===== src/rtl/alu_pkg.sv =====
`default_nettype none
// ============================================================================
// Module      : alu_pkg
// Description : Shared types and constants for the ALU command sequencer:
//               opcode and FSM enumerations, the buffered command record and
//               the zero-divisor screen.
// Revision    : 1.0 - initial release
// ============================================================================
package alu_pkg;

  localparam int ALU_DW    = 32;
  // Tag width carried in the command record. The sequencer's TAG_W
  // parameter must be set to this value.
  localparam int SEQ_TAG_W = 4;

  localparam logic [ALU_DW-1:0] ERR_DIV0_RESULT = 32'hFFFF_FFFF;

  typedef enum logic [2:0] {
    ADD = 3'd0,
    SUB = 3'd1,
    MUL = 3'd2,
    DIV = 3'd3,
    REM = 3'd4,
    AND = 3'd5,
    OR  = 3'd6,
    XOR = 3'd7
  } alu_op_e;

  typedef enum logic [1:0] {
    IDLE  = 2'd0,
    ISSUE = 2'd1,
    WAIT  = 2'd2,
    RESP  = 2'd3
  } seq_state_e;

  typedef struct packed {
    logic [ALU_DW-1:0]    a;
    logic [ALU_DW-1:0]    b;
    alu_op_e              op;
    logic [SEQ_TAG_W-1:0] tag;
  } alu_cmd_t;

  // Divide and remainder by zero never reach the ALU.
  function automatic logic is_div0(input alu_cmd_t cmd);
    return ((cmd.op == DIV) || (cmd.op == REM)) && (cmd.b == '0);
  endfunction

endpackage
`default_nettype wire


===== src/rtl/alu_cmd_fifo.sv =====
`default_nettype none
// ============================================================================
// Module      : alu_cmd_fifo
// Description : DEPTH-entry synchronous FIFO of alu_cmd_t. Registered storage;
//               a pushed entry becomes visible at the head one cycle later.
// Revision    : 1.0 - initial release
// Ports       : clk_i   - clock, rising edge
//               rst_i   - asynchronous active-low reset (empties the FIFO)
//               push_i  - write din_i (ignored when full)
//               pop_i   - advance the head (ignored when empty)
//               din_i   - command to write
//               dout_o  - command at the head (valid when !empty_o)
//               full_o  - occupancy equals DEPTH
//               empty_o - occupancy is zero
//               count_o - occupancy
// ============================================================================
module alu_cmd_fifo
  import alu_pkg::*;
#(
  parameter int DEPTH = 4
) (
  input  logic                   clk_i,
  input  logic                   rst_i,
  input  logic                   push_i,
  input  logic                   pop_i,
  input  alu_cmd_t               din_i,
  output alu_cmd_t               dout_o,
  output logic                   full_o,
  output logic                   empty_o,
  output logic [$clog2(DEPTH):0] count_o
);

  localparam int AW = $clog2(DEPTH);

  alu_cmd_t      r_mem [DEPTH];
  logic [AW-1:0] r_wr_ptr;
  logic [AW-1:0] r_rd_ptr;
  logic [AW:0]   r_count;
  logic          w_push;
  logic          w_pop;

  assign w_push = push_i && !full_o;
  assign w_pop  = pop_i && !empty_o;

  // DEPTH is a power of two, so the pointers wrap by natural overflow.
  always_ff @(posedge clk_i or negedge rst_i) begin
    if (!rst_i) begin
      r_wr_ptr <= '0;
      r_rd_ptr <= '0;
      r_count  <= '0;
    end else begin
      if (w_push) r_wr_ptr <= r_wr_ptr + 1'b1;
      if (w_pop)  r_rd_ptr <= r_rd_ptr + 1'b1;
      case ({w_push, w_pop})
        2'b10:   r_count <= r_count + 1'b1;
        2'b01:   r_count <= r_count - 1'b1;
        default: r_count <= r_count;
      endcase
    end
  end

  // Storage needs no reset: an entry is only read after it has been written.
  always_ff @(posedge clk_i) begin
    if (w_push) r_mem[r_wr_ptr] <= din_i;
  end

  assign dout_o  = r_mem[r_rd_ptr];
  assign full_o  = (r_count == (AW+1)'(DEPTH));
  assign empty_o = (r_count == '0);
  assign count_o = r_count;

endmodule
`default_nettype wire


===== src/rtl/alu_cmd_sequencer.sv =====
`default_nettype none
// ============================================================================
// Module      : alu_cmd_sequencer
// Description : Buffers tagged ALU commands, issues them one at a time over
//               the ALU valid/ready handshake, and returns each result with
//               its tag. Divide/remainder by zero is answered locally and a
//               stalled ALU is abandoned after TIMEOUT cycles.
// Revision    : 1.0 - initial release
// Ports       : clk_i, rst_i (async active-low)
//               cmd_*   - producer command channel (valid/ready)
//               alu_*   - ALU issue/result interface
//               rsp_*   - consumer response channel (valid/ready)
//               count_o - command FIFO occupancy
// ============================================================================
module alu_cmd_sequencer
  import alu_pkg::*;
#(
  parameter int DEPTH   = 4,
  parameter int TAG_W   = SEQ_TAG_W,
  parameter int TIMEOUT = 16
) (
  input  logic                   clk_i,
  input  logic                   rst_i,
  input  logic                   cmd_valid_i,
  output logic                   cmd_ready_o,
  input  logic [31:0]            cmd_a_i,
  input  logic [31:0]            cmd_b_i,
  input  logic [2:0]             cmd_op_i,
  input  logic [TAG_W-1:0]       cmd_tag_i,
  output logic                   alu_valid_o,
  output logic [31:0]            alu_operand_a_o,
  output logic [31:0]            alu_operand_b_o,
  output logic [2:0]             alu_operation_o,
  input  logic                   alu_ready_i,
  input  logic [31:0]            alu_result_i,
  output logic                   rsp_valid_o,
  input  logic                   rsp_ready_i,
  output logic [31:0]            rsp_result_o,
  output logic [TAG_W-1:0]       rsp_tag_o,
  output logic                   rsp_err_o,
  output logic [$clog2(DEPTH):0] count_o
);

  localparam int             TW       = $clog2(TIMEOUT);
  localparam logic [TW-1:0]  TMR_LAST = TW'(TIMEOUT - 1);

  seq_state_e      r_state;
  seq_state_e      w_next;
  alu_cmd_t        w_push_cmd;
  alu_cmd_t        w_head;
  logic            w_full;
  logic            w_empty;
  logic            w_pop;
  logic            w_div0;
  logic [TW-1:0]   r_timer;
  logic [31:0]     r_alu_a;
  logic [31:0]     r_alu_b;
  alu_op_e         r_alu_op;
  logic [31:0]     r_rsp_result;
  logic [TAG_W-1:0] r_rsp_tag;
  logic            r_rsp_err;

  assign w_push_cmd.a   = cmd_a_i;
  assign w_push_cmd.b   = cmd_b_i;
  assign w_push_cmd.op  = alu_op_e'(cmd_op_i);
  assign w_push_cmd.tag = cmd_tag_i;

  alu_cmd_fifo #(
    .DEPTH (DEPTH)
  ) u_fifo (
    .clk_i   (clk_i),
    .rst_i   (rst_i),
    .push_i  (cmd_valid_i),
    .pop_i   (w_pop),
    .din_i   (w_push_cmd),
    .dout_o  (w_head),
    .full_o  (w_full),
    .empty_o (w_empty),
    .count_o (count_o)
  );

  // Ready depends only on registered occupancy, never on this cycle's pop.
  assign cmd_ready_o = !w_full;
  assign w_div0      = is_div0(w_head);

  always_ff @(posedge clk_i or negedge rst_i) begin
    if (!rst_i) r_state <= IDLE;
    else        r_state <= w_next;
  end

  always_comb begin
    w_next = r_state;
    w_pop  = 1'b0;
    case (r_state)
      IDLE: begin
        if (!w_empty) begin
          w_pop  = 1'b1;
          w_next = w_div0 ? RESP : ISSUE;
        end
      end
      ISSUE: w_next = WAIT;
      // A ready in the final timeout cycle still wins over the abort.
      WAIT: begin
        if (alu_ready_i || (r_timer == TMR_LAST)) w_next = RESP;
      end
      RESP: begin
        if (rsp_ready_i) w_next = IDLE;
      end
      default: w_next = IDLE;
    endcase
  end

  // Issue operands are loaded only for commands that go to the ALU, so a
  // screened divide leaves the ALU-facing bus untouched.
  always_ff @(posedge clk_i or negedge rst_i) begin
    if (!rst_i) begin
      r_timer      <= '0;
      r_alu_a      <= '0;
      r_alu_b      <= '0;
      r_alu_op     <= ADD;
      r_rsp_result <= '0;
      r_rsp_tag    <= '0;
      r_rsp_err    <= 1'b0;
    end else begin
      case (r_state)
        IDLE: begin
          if (w_pop) begin
            r_rsp_tag <= w_head.tag;
            if (w_div0) begin
              r_rsp_result <= ERR_DIV0_RESULT;
              r_rsp_err    <= 1'b1;
            end else begin
              r_alu_a  <= w_head.a;
              r_alu_b  <= w_head.b;
              r_alu_op <= w_head.op;
            end
          end
        end
        ISSUE: r_timer <= '0;
        WAIT: begin
          if (alu_ready_i) begin
            r_rsp_result <= alu_result_i;
            r_rsp_err    <= 1'b0;
          end else if (r_timer == TMR_LAST) begin
            r_rsp_result <= '0;
            r_rsp_err    <= 1'b1;
          end else begin
            r_timer <= r_timer + 1'b1;
          end
        end
        default: ;
      endcase
    end
  end

  assign alu_valid_o     = (r_state == ISSUE);
  assign alu_operand_a_o = r_alu_a;
  assign alu_operand_b_o = r_alu_b;
  assign alu_operation_o = r_alu_op;
  assign rsp_valid_o     = (r_state == RESP);
  assign rsp_result_o    = r_rsp_result;
  assign rsp_tag_o       = r_rsp_tag;
  assign rsp_err_o       = r_rsp_err;

endmodule
`default_nettype wire


===== config.mk =====
export PLATFORM = sky130hd
export DESIGN_NAME = alu_cmd_sequencer
export DESIGN_NICKNAME = d
export VERILOG_FILES = /design/src/rtl/alu_pkg.sv /design/src/rtl/alu_cmd_fifo.sv /design/src/rtl/alu_cmd_sequencer.sv
export SDC_FILE = /design/constraint.sdc
export NUM_CORES = 1
export LEC_CHECK = 0
export CAP_MARGIN = 20
export CELL_PAD_IN_SITES_DETAIL_PLACEMENT = 1
export CELL_PAD_IN_SITES_GLOBAL_PLACEMENT = 2
export CORE_ASPECT_RATIO = 1.2
export CORE_MARGIN = 2
export CORE_UTILIZATION = 40
export DETAILED_ROUTE_END_ITERATION = 16
export HOLD_SLACK_MARGIN = 0.1
export PLACE_DENSITY = 0.8
export SKIP_CTS_REPAIR_TIMING = 1
export SYNTH_ARGS = -nofsm -noshare
export SYNTH_HDL_FRONTEND = slang
export SYNTH_HIERARCHICAL = 1
export SYNTH_SLANG_ARGS = --single-unit

===== constraint.sdc =====
create_clock -name clk_i -period 9.2 [get_ports clk_i]
set_input_delay 1.38 -clock clk_i [delete_from_list [all_inputs] [get_ports clk_i]]
set_output_delay 1.38 -clock clk_i [all_outputs]
set_load 0.05 [all_outputs]

Word level (Yosys, flattened, before mapping). Memory sizes are Yosys's and may differ from the RTL's. Cells that the tools add are included.

Bitwise gates (word level): 1. Equality and inequality tests: 17. Reduce and logical (&&, ||, !) cells: 18. Add/sub/neg operators: 5. Multiplexer cells: 23.

Operator list (count): $mux 32 (4); $pmux 32 s2 (1); $logic_not 32->1 (1); $ne 2x2->1 const B (5); $reduce_and 3->1 (3); $mux 1 (8); $mux 2 (4); $mux 4 (2); $pmux 2 s4 (1); $pmux 4 s2 (1); $eq 2x2->1 const B (3); $eq 3x3->1 const B (2); $pmux 3 s2 (1); $reduce_bool 2->1 (3); $add 2x1->2 const B (2); $add 4x1->4 const B (1); $eq 2x1->1 const B (2); $eq 4x4->1 const B (1); $ne 2x1->1 const B (2); $reduce_and 4->1 (1); $add 3x1->3 const B (1); $eq 3x2->1 const B (1); $logic_and 1x1->1 (3); $logic_not 3->1 (1); 8 further kinds (10).

Logic and storage cells: 76. Memory bits (writable): 284. Memories kept: 1. Flip-flop bits (word level): 117.

Memories: u_fifo.r_mem (depth 4, bits a word 71, read ports 1, clocked after Yosys merged registers in 0, wr ports 1, line alu_cmd_fifo.sv:35) `alu_cmd_t r_mem [DEPTH];`.

Depth between registers and ports, before layout. Gate-level depths: netlist (run 1). An unclocked memory read counts as a cell.

Depth after elaboration: 7. Mapped depth: 12. Gate-level depth less buffers: 10.

Cells and area by module. Netlist (run 1), hierarchy kept.

Modules (own cells, without submodules): alu_cmd_fifo (times used 1, cells an instance 409, area an instance 10639.0 sq um, sequential area each 8703.3 sq um); alu_cmd_sequencer (times used 1, cells an instance 428, area an instance 4859.7 sq um, sequential area each 2752.6 sq um).

Worst setup path before layout (run 1). OpenSTA, ideal clock, no wires.

Path kind: register to register. Start point: reg u_fifo.r_count[0], in the netlist u_fifo/count_o[0]. End point: reg u_fifo.r_count[2], in the netlist u_fifo/count_o[2]. Stages on the path, launching flop included: 12. Library setup time: 82 ps. Clock period less this slack: 3096 ps. Slack: 6104 ps. Path buffers: 2. Arrival time: 3014 ps. Path through: dfrtp_1 -> nor3_1 -> nor2b_1 -> clkbuf_1 -> clkbuf_1 -> o31a_2 -> ha_1 -> inv_1 -> fa_1 -> xor2_1 -> nor2_1 -> xor2_1.

Longest elaborated chain between the ends: 6. Elaborated cells on any way between the ends: 14. Those cells by class: add/sub (2); eq/ne (3); mux (3); reduce/logical (6).

RTL lines: start: declaration (line alu_cmd_fifo.sv:38) `logic [AW:0] r_count;`; start signal: assignment (line alu_cmd_fifo.sv:55) `2'b10: r_count <= r_count + 1'b1;`; start signal: assignment (line alu_cmd_fifo.sv:56) `2'b01: r_count <= r_count - 1'b1;`; start signal: assignment (line alu_cmd_fifo.sv:57) `default: r_count <= r_count;`; $logic_not 3->1 (*) (line alu_cmd_fifo.sv:69) `assign empty_o = (r_count == '0);`; net w_empty (line alu_cmd_sequencer.sv:52) `logic w_empty;`; $mux 1 (*) (line alu_cmd_sequencer.sv:96) `if (!w_empty) begin`; $mux 1 (*) (line alu_cmd_sequencer.sv:94) `case (r_state)`; net w_pop (line alu_cmd_sequencer.sv:53) `logic w_pop;`; $logic_and 1x1->1 (*) (line alu_cmd_fifo.sv:43) `assign w_pop = pop_i && !empty_o;`; net u_fifo.w_pop (line alu_cmd_fifo.sv:40) `logic w_pop;`; $eq 2x1->1 or $eq 2x2->1 (tied branches) (line alu_cmd_fifo.sv:54) `case ({w_push, w_pop})`; $pmux 3 s2 or $reduce_bool 2->1 (tied branches).

The timed path passes the listed nets; every way through them passes the cells marked *. A chain may end at the register's enable or synchronous reset.

==> results of run 1 <==
[cell usage in the layout, fill, tap and decap left out, types with 3 or more instances in the layout]
cell type	n
inv_1	16
nor2_1	3
buf_4	13
clkdlybuf4s50_1	216
clkbuf_8	10
a21oi_1	3
clkbuf_16	43
xnor2_1	3
nor4_1	8
edfxtp_1	284
o21ai_0	9
ha_1	11
clkbuf_1	7
mux2_4	30
buf_16	4
mux4_2	71
and3_4	4
nand2_1	169
mux2_1	35
xor2_1	3
clkinv_2	9
mux2_2	7
dfrtp_1	115
[cells in the mapped netlist, types with 2 or more instances]
cell type	count	area, um2
edfxtp_1	284	8528
nand2_1	169	634.4
dfrtp_1	117	2928
mux4_2	71	1599
mux2_1	35	394.1
mux2_4	30	450.4
inv_1	16	60.06
clkbuf_1	15	56.30
ha_1	11	137.6
buf_4	9	67.56
o21ai_0	9	45.04
buf_2	8	40.04
nor4_1	8	50.05
mux2_2	7	78.83
and3_2	4	30.03
a21oi_1	3	15.01
buf_1	3	11.26
buf_6	3	33.78
nor2_1	3	11.26
xnor2_1	3	26.28
xor2_1	3	26.28
and4_1	2	17.52
mux2i_1	2	20.02
nand3_1	2	10.01
nand4_1	2	12.51
nor2b_1	2	12.51
nor3_1	2	10.01
[final cells by class]
class / count / area (um2)
Fill cell: 3521 / 18750
Sequential cell: 401 / 11460
Multi-Input combinational cell: 382 / 3796
Timing Repair Buffer: 234 / 2381
Clock buffer: 60 / 1240
Tap cell: 486 / 608.1
Clock inverter: 17 / 145.1
Inverter: 16 / 60.06
Antenna cell: 1 / 2.502
[flip-flops by register name (all words and copies together), names as in the netlist, 3 cells and up]
signal and cells:
u_fifo/r_mem 284, alu_operand_a_o 32, alu_operand_b_o 32, rsp_result_o 32, r_timer 4, rsp_tag_o 4
alu_operation_o 3, u_fifo/count_o 3
[cells by family (layout without fill, tap and decap cells)]
kind of cell,count (synthesis),count (layout),synth area share
flip-flops,401,401,0.7392
AND/OR/NAND/NOR,199,199,0.05425
multiplexers,145,145,0.1640
buffers and inverters,54,327,0.01736
AO/OA/AOI/OAI,20,20,0.01163
adder cells (fa/ha/maj),12,12,0.01017
XOR/XNOR,6,6,0.003391
other,0,1,0
[metrics by stage]
stage / util / setup WS [ns] / power, mW / hold slack, ns / instances
after floorplan: - / 6.104 / 4.781 / 0.5332 / 837
after global routing: 0.5122 / 4.861 / 7.767 / 0.5128 / 1596
after detailed placement: 0.4733 / 5.093 / 5.790 / 0.4624 / 1515
final: 0.5123 / 5.144 / 7.397 / 0.4746 / 1597
after CTS: 0.5093 / 5.008 / 7.487 / 0.4771 / 1592
after global placement: 0.4733 / 5.070 / 5.712 / 0.4594 / 1515
[worst register-to-register path, stage by stage (launching register included)]
cell,delay (ns)
dfrtp_4,0.65
buf_4,0.69
mux4_2,0.49
nor4_1,0.38
nand2_1,0.25
o41ai_4,0.40
buf_4,0.62
mux2_1,0.43
[routing by layer]
layer	vias to the layer above	part of all wire
li1	3644	-
met1	4176	0.41
met2	220	0.51
met3	39	0.061
met4	2	0.015
met5	-	0.00035
[power by group through the flow]
stage,registers [mW],logic (mW),clock network [mW]
floorplan,3.49,1.29,0
finish,2.78,2.95,1.67
CTS,2.80,2.97,1.71
global route,2.84,3.14,1.78
global placement,2.80,2.91,0
detailed placement,2.83,2.96,0
[worst paths after layout]
check,start,depth (start not counted),end
max,u_fifo/r_rd_ptr[1],7,alu_operand_a_o[17]
min,alu_operand_b_o[31],2,alu_operand_b_o[31]
max reg2reg,u_fifo/r_rd_ptr[1],7,alu_operand_a_o[17]
min reg2reg,alu_operand_b_o[31],2,alu_operand_b_o[31]
max in group asynchronous,rst_i,2,u_fifo/r_rd_ptr[0]
min in group asynchronous,rst_i,1,rsp_result_o[4]
==> results_dict.tcl, run 1 <==
set metrics [dict create \
    outcome "finished, final reports clean" \
    num_rows 79 \
    crit_type "reg -> reg" \
    dp_hpwl_mm 21.09 \
    fin_setup_tns_ns 0 \
    end_kind "flop" \
    ys.flop_type "edfxtp_1" \
    worst_path_max_delay_cell "buf_4" \
    drtAntennaViolNets 0 \
    hold_viol 0 \
    postPlaceCellArea_mm2 0.01820 \
    intPower_mw 4.642 \
    drt_iter0_markers 447 \
    gp_congestion 0.6997 \
    p_clk_frac 0.226 \
    cp.buffers_inverters 2 \
    max_stage_delay_ns 0.68 \
    use_met3 0.03999 \
    cts_sinks 401 \
    use_met1 0.2124 \
    switching_power_mw 2.755 \
    drtPass1Iterations 4 \
    crit_fanout 49 \
    die_area_mm2 0.04034 \
    finalWirelength_mm 34.69 \
    min_period_over_period 0.4408 \
    syn_to_final_growth_pct 27.08 \
    clk_pin_slew_worst_paths_ns 0.06 \
    rsz0062_at_grt "no" \
    cp.required_ns 9.60 \
    portBuffers 217 \
    slew_viol_final 0 \
    crit_chain "buf_4 -> mux4_2 -> nor4_1 -> nand2_1 -> o41ai_4 -> buf_4 -> mux2_1" \
    fmax_mhz 246.6 \
    drive_gt1_frac 0.1883 \
    ys_ff_latch 401 \
    grt_overflow_total 0 \
    ys_async_sr_fraction 0.2918 \
    peakVddDrop_uv 198.6 \
    initial_core_util 0.4031 \
    clk_latency_ns 0.54 \
    die_y_um 219.6 \
    core_area_mm2 0.03845 \
    synth_edf_count 284 \
    wl_per_cell_um 21.72 \
    synth_nets 957 \
    leakage_nw 7.204 \
    crit_family "buffers and inverters" \
    slew_headroom 0.3377 \
    vias 8081 \
    min_period_ns 4.056 \
    p_sw_frac 0.3724 \
    start_kind "flop" \
    vias_per_cell 5.060 \
    clockBufferDepth 3 \
    top_usage_layer "met2" \
    clock-skew-final_ns 0.02261 \
    drc 0 \
    syn_inst 837 \
    ys_seq_area_frac 0.7392 \
    stdcell_area_mm2 0.01970 \
    grt_pass1_wl_mm 53.48 \
    finalNetCount 1197 \
    io_pins 218 \
    avgSynthCellArea_um2 18.52 \
    drv_cap 0 \
    cts_inserted_buffers 42 \
    setup_viol 0 \
    rrSetupSlack_ns 5.14 \
    grt_pass1_vias 9074 \
    pwr_density_cell_mw_per_mm2 375.6 \
    ys_types 41 \
    critPathArrivalTime_ns 4.45 \
    grt_max_degree 72 \
    hold_class "reg -> reg" \
    grt_usage 0.1751 \
    synth.cell_area_mm2 0.01550 \
    worstMarginPinSlew_ns 0.9858 \
    root_buffer "clkbuf_16" \
    gr-usage-met2 0.3166 \
    power_frac_seq 0.375 \
    yosysWarningCount 6 \
    antenna_found_initial 1 \
    cts_tree "done" \
    pwr-share-comb 0.399 \
    cpMostUsedCell "buf_4" \
    htreeDepth 2 \
    die_w_um 183.7 \
]
(Power assumes the default switching activity.)
==> run 2, diff against run 1 <==
clock period = 3.91 ns   (was 9.2 ns; I/O delays follow)
==> run 2 against run 1 <==
Effect of this change: sequential share of layout area grew 0.10 points; via count grew 0.59%; first-iteration DRC count shrank 14%; total power grew 130%; register-to-register slack lost 4.8 ns; core utilization shrank 0.091 points; sequential cell count is the same; setup slack lost 4.8 ns; combinational power grew 140%; wire length shrank 0.21%; critical path type unchanged; largest cell class unchanged.
==> results_dict.tcl, run 2 (same netlist as run 1, synthesis figures left out) <==
set metrics [dict create \
    drv_cap 0 \
    io_pins 218 \
    htreeDepth 2 \
    diodes 0 \
    die_w_um 183.7 \
    cts_tree "done" \
    end_kind "flop" \
    leakage_nw 7.190 \
    cp.required_ns 4.32 \
    r2r_end "alu_operand_a_o[21]" \
    root_buffer "clkbuf_16" \
    crit_type "reg -> reg" \
    placed_cells 1527 \
    portBuffers 217 \
    setup_viol 0 \
    die_y_um 219.6 \
    fin_setup_tns_ns 0 \
    grt_pass1_wl_mm 53.74 \
    final_common_cell "edfxtp_1" \
    hold_viol 0 \
    power_mw 17.33 \
    postPlaceCellArea_mm2 0.01836 \
    crit_start "u_fifo/r_rd_ptr[0]" \
    drc 0 \
    drt_iter0_markers 386 \
    clk_latency_ns 0.54 \
    core_area_mm2 0.03845 \
    vias_per_cell 5.077 \
    worstMarginPinSlew_ns 0.9005 \
    fmax_mhz 280.0 \
    min_period_over_period 0.9135 \
    finalWirelength_mm 34.62 \
    rrSetupSlack_ns 0.34 \
    cts_inserted_buffers 40 \
    peakVddDrop_uv 543.0 \
    cts_sinks 401 \
    start_kind "flop" \
    largest_reg_flops 284 \
    min_period_ns 3.572 \
    drtPass1Iterations 4 \
    grt_max_degree 89 \
    antenna_found_initial 3 \
    critPathArrivalTime_ns 3.98 \
    clock-skew-final_ns 0.01481 \
    drive_gt1_frac 0.1865 \
    grt_usage 0.1766 \
    outcome "finished, final reports clean" \
    syn_to_final_growth_pct 26.86 \
    worst_path_max_delay_cell "dfrtp_4" \
    stdcell_area_mm2 0.01966 \
    crit_fanout 54 \
    slew_viol_final 0 \
    timing.rr.start "u_fifo/r_rd_ptr[0]" \
    grt_overflow_total 0 \
    slew_headroom 0.3996 \
    max_stage_delay_ns 0.58 \
    hold_class "in -> async" \
    fill_cells 3566 \
    initial_core_util 0.4031 \
    pwr_density_cell_mw_per_mm2 881.4 \
    final_cell_mix "edfxtp_1, clkdlybuf4s50_1, nand2_1" \
    dp_hpwl_mm 22.40 \
    crit_chain "buf_12 -> mux4_2 -> nor4_1 -> nand4_1 -> o41ai_4 -> buf_12 -> mux2_1" \
    vias 8129 \
    final-instance-count-excl-fill 1601 \
    clockBufferDepth 3 \
    num_rows 79 \
    r2r_cells 7 \
    clk_pin_slew_worst_paths_ns 0.06 \
    drtAntennaViolNets 0 \
    finalNetCount 1203 \
    wl_per_cell_um 21.62 \
    cpMostUsedCell "buf_12" \
    die_area_mm2 0.04034 \
    rsz0062_at_grt "no" \
    grt_pass1_vias 9144 \
    largest_register "u_fifo/r_mem" \
    gp_congestion 0.6915 \
]
[run 2: cell count changes in the layout (fill, tap and decap cells not counted), sizes merged]
cell	change
inv	+1
buf	+8
diode	-1
clkbuf	-2
clkinvlp	-1
clkinv	-1
[run 2: worst max path at each step]
stage | endpoint | depth (start not counted)
5_1_grt | alu_operand_a_o[21] | 7
2_1_floorplan | u_fifo/count_o[2] | 11
4_1_cts | alu_operand_a_o[21] | 7
3_5_place_dp | alu_operand_a_o[3] | 7
3_3_place_gp | alu_operand_a_o[9] | 7
6_report | alu_operand_a_o[21] | 7
[run 2: power by group]
group	leakage, nW	internal [mW]	switching [mW]
Combinational	2.61	2.80	4.28
Sequential	3.94	5.85	0.639
Clock	0.636	2.20	1.56
[run 2: layout make-up]
class,instances,area [um2],share of cell area
tap,486,608.1,0.03093
timing repair buffer,242,2436,0.1239
multi-input combinational,382,3796,0.1931
sequential,401,11460,0.5830
inverter,16,60.06,0.003055
clock buffer,58,1160,0.05899
clock inverter,16,137.6,0.007000
[run 2: critical path: cells and delay by family, from the launching register on]
| kind | cells | cell delay (ns) |
|---|---|---|
| flops | 1 | 0.58 |
| mux | 2 | 0.95 |
| compound gates | 1 | 0.37 |
| simple gates | 2 | 0.85 |
| buf+inv | 2 | 0.66 |
[run 2: per-layer routing]
metal	vias up	wire (um)	global-route usage
li1	3660	-	-
met1	4193	13790	0.2102
met2	225	18060	0.3208
met3	45	2165	0.04644
met4	6	566	0.03893
met5	-	35	0
[run 2: stage by stage]
step / hold WS [ns] / setup WS (ns) / util
global route: 0.2220 / 0.2521 / 0.5113
floorplan: 0.2909 / 0.8138 / -
finish: 0.1611 / 0.3381 / 0.5113
global placement: 0.4597 / 0.4016 / 0.4776
CTS: 0.1887 / 0.2711 / 0.5113
detailed placement: 0.4641 / 0.2709 / 0.4776
==> run 3, diff against run 2 <==
ABC_AREA = 1   (was unset)
CAP_MARGIN = 10   (was 20)
CORE_UTILIZATION = 36   (was 40)
==> run 3 against run 2 <==
Effect of this change: maximum frequency increased by 9.8%; synthesized cell count increased by 78%; hold slack improved by 0.020 ns; first-iteration DRC count increased by 27%; sequential share of layout area decreased by 3.1 points; critical endpoint is now alu_operand_a_o[23]; largest cell class unchanged.
==> results_dict.tcl, run 3 <==
set metrics [dict create \
    critPathArrivalTime_ns 3.73 \
    cpMostUsedCell "nand2_1" \
    hold_viol 0 \
    top_layer "met5" \
    worstMarginPinSlew_ns 1.043 \
    slew_headroom 0.3049 \
    io_pins 218 \
    power_frac_seq 0.338 \
    synth_edf_count 284 \
    drc 0 \
    slew_viol_final 0 \
    drt_iter0_markers 492 \
    fmax_mhz 307.3 \
    cts_tree "done" \
    synthTopCellsByCount "nand2_1, edfxtp_1, inv_1, o211ai_1, dfrtp_1" \
    cp.depth 13 \
    yosysTopAreaCellShare 0.5106 \
    avgSynthCellArea_um2 11.20 \
    fin_setup_tns_ns 0 \
    drtAntennaViolNets 0 \
    timing.rr.start "u_fifo/r_rd_ptr[0]" \
    multi_input_area_mm2 0.004046 \
    end_kind "flop" \
    yosysWarningCount 6 \
    ys_ff_latch 401 \
    crit_chain "inv_8 -> nand2_1 -> o211ai_1 -> nand2_1 -> nor2_1 -> nand2_1 -> nor2_1 -> nand3_1 -> or2_4 -> nand2_4 -> buf_12 -> nand2_1 -> nand2_1" \
    leakage_nw 8.644 \
    finalWirelength_mm 42.91 \
    initial_core_util 0.3643 \
    rrSetupSlack_ns 0.66 \
    ys_async_sr_fraction 0.2918 \
    clock-skew-final_ns 0.03113 \
    drt-met1-wl_mm 18.26 \
    clk_latency_ns 0.57 \
    ys.flop_type "edfxtp_1" \
    vias 11310 \
    drive_gt1_frac 0.06134 \
    min_period_ns 3.254 \
    die_y_um 239.9 \
    largest_reg_flops 284 \
    grt_pass1_vias 12150 \
    core_area_mm2 0.04584 \
    whs_ns 0.1807 \
    gp_congestion 0.7513 \
    setup_viol 0 \
    vias_per_cell 4.818 \
    drv_cap 0 \
    crit_type "reg -> reg" \
    pwr_density_cell_mw_per_mm2 904.5 \
    cts_sinks 401 \
    grt_usage 0.1792 \
    min_period_over_period 0.8323 \
    portBuffers 217 \
    power_mw 18.78 \
    final_util 0.4529 \
    synth.cell_area_mm2 0.01670 \
    crit_fanout 177 \
    crit_family "simple AND/OR/NAND/NOR gates" \
    cp.required_ns 4.39 \
    ys_seq_area_frac 0.6859 \
    drtPass1Iterations 5 \
    met2_length_mm 21.54 \
    synth_nets 1611 \
    final_common_cell "nand2_1" \
    root_buffer "clkbuf_16" \
    syn_to_final_growth_pct 24.32 \
    cts_inserted_buffers 42 \
    p_clk_frac 0.221 \
    wl_per_cell_um 18.28 \
    ys_types 28 \
    grt_max_degree 178 \
    antenna_found_initial 6 \
    hold_class "in -> async" \
    outcome "finished, final reports clean" \
    crit_start "u_fifo/r_rd_ptr[0]" \
    start_kind "flop" \
    wl_met3_mm 2.008 \
    endpoint "alu_operand_a_o[23]" \
    syn_inst 1491 \
    clockBufferDepth 3 \
    die_area_mm2 0.04814 \
    p_sw_frac 0.4232 \
    r2r_cells 13 \
    rsz0062_at_grt "no" \
    fill_cells 4957 \
    final-seq-area_mm2 0.01146 \
    switching_power_mw 7.948 \
    final_cell_mix "nand2_1, edfxtp_1, clkdlybuf4s50_1" \
    synth_area_leaders "edfxtp_1, dfrtp_1, nand2_1, o211ai_1, inv_1" \
    dp_hpwl_mm 26.20 \
    grt_pass1_wl_mm 67.02 \
    netlist.top_cell.by_area "edfxtp_1" \
    clk_pin_slew_worst_paths_ns 0.06 \
    cp.buffers_inverters 2 \
    max_stage_delay_ns 0.63 \
    pwr-share-comb 0.441 \
    die_w_um 200.6 \
    peakVddDrop_uv 463.1 \
    num_rows 86 \
    synth.most_common_cell "nand2_1" \
    intPower_mw 10.83 \
    largest_register "u_fifo/r_mem" \
    finalNetCount 1814 \
    worst_path_max_delay_cell "inv_8" \
    htreeDepth 2 \
    r2r_end "alu_operand_a_o[23]" \
    grt_overflow_total 0 \
]
-- run 3: cell count changes after synthesis, moves of 8 or more --
cell | before | now
nor2_1 | 3 | 29
mux4_2 | 71 | 0
buf_2 | 8 | 20
inv_1 | 16 | 168
nor4_1 | 8 | 0
nand3_1 | 2 | 111
mux2_1 | 35 | 0
mux2_4 | 30 | 0
buf_4 | 9 | 1
buf_6 | 3 | 34
o211ai_1 | 0 | 143
nand2_1 | 169 | 517
clkbuf_1 | 15 | 23
-- run 3: cells by family after synthesis --
family                     after synthesis  synth area share
buffers and inverters                  255           0.07432
xor gates and xnor gates                 2          0.001049
and+or+nand+nor                        664            0.1588
adders and majority gates               12          0.009440
AOI/OAI and AO/OA                      153           0.06780
muxes                                    4          0.002697
DFF                                    401            0.6859
-- run 3: final cells by class --
type                    count  share of cell area
diodes                      3           0.0003616
clock buffers              53             0.05357
clock inverters            25             0.01531
inverters                 170             0.03116
multi-input cells         835              0.1949
flip-flops and latches    401              0.5519
well taps                 616             0.03712
repair buffers            244              0.1156
-- run 3: worst min-delay path by stage --
| stage | startpoint | endpoint | slack (ns) |
|---|---|---|---|
| 6_report | rst_i | alu_operand_b_o[24] | 0.18 |
| 5_1_grt | rst_i | alu_operand_b_o[21] | 0.25 |
| 4_1_cts | rst_i | alu_operand_b_o[24] | 0.21 |
| 3_5_place_dp | rsp_result_o[9] | rsp_result_o[9] | 0.46 |
| 3_3_place_gp | alu_operand_a_o[2] | alu_operand_a_o[2] | 0.45 |
| 2_1_floorplan | rst_i | alu_operand_a_o[0] | 0.29 |
-- run 3: power by group through the flow --
stage | sequential, mW | clock (mW) | combinational, mW
after floorplan | 8.31 | 0 | 3.94
after global placement | 6.41 | 0 | 8.23
after detailed placement | 6.45 | 0 | 8.41
after CTS | 6.37 | 4.25 | 8.44
after global routing | 6.48 | 4.39 | 9.10
final | 6.36 | 4.14 | 8.28
-- run 3: metal layers --
layer,vias to the layer above,track usage
met3,64,0.03348
met5,-,0
met2,246,0.3195
met1,5588,0.2168
li1,5403,-
met4,6,0.06532
-- run 3: per-stage QoR --
stage	setup slack [ns]	cell area (um2)	cells
after detailed placement	0.6463	19320	2266
final	0.6559	20760	2347
after global routing	0.3644	20760	2347
after floorplan	-0.6888	16700	1491
after CTS	0.6196	20750	2344
after global placement	0.7446	19320	2266
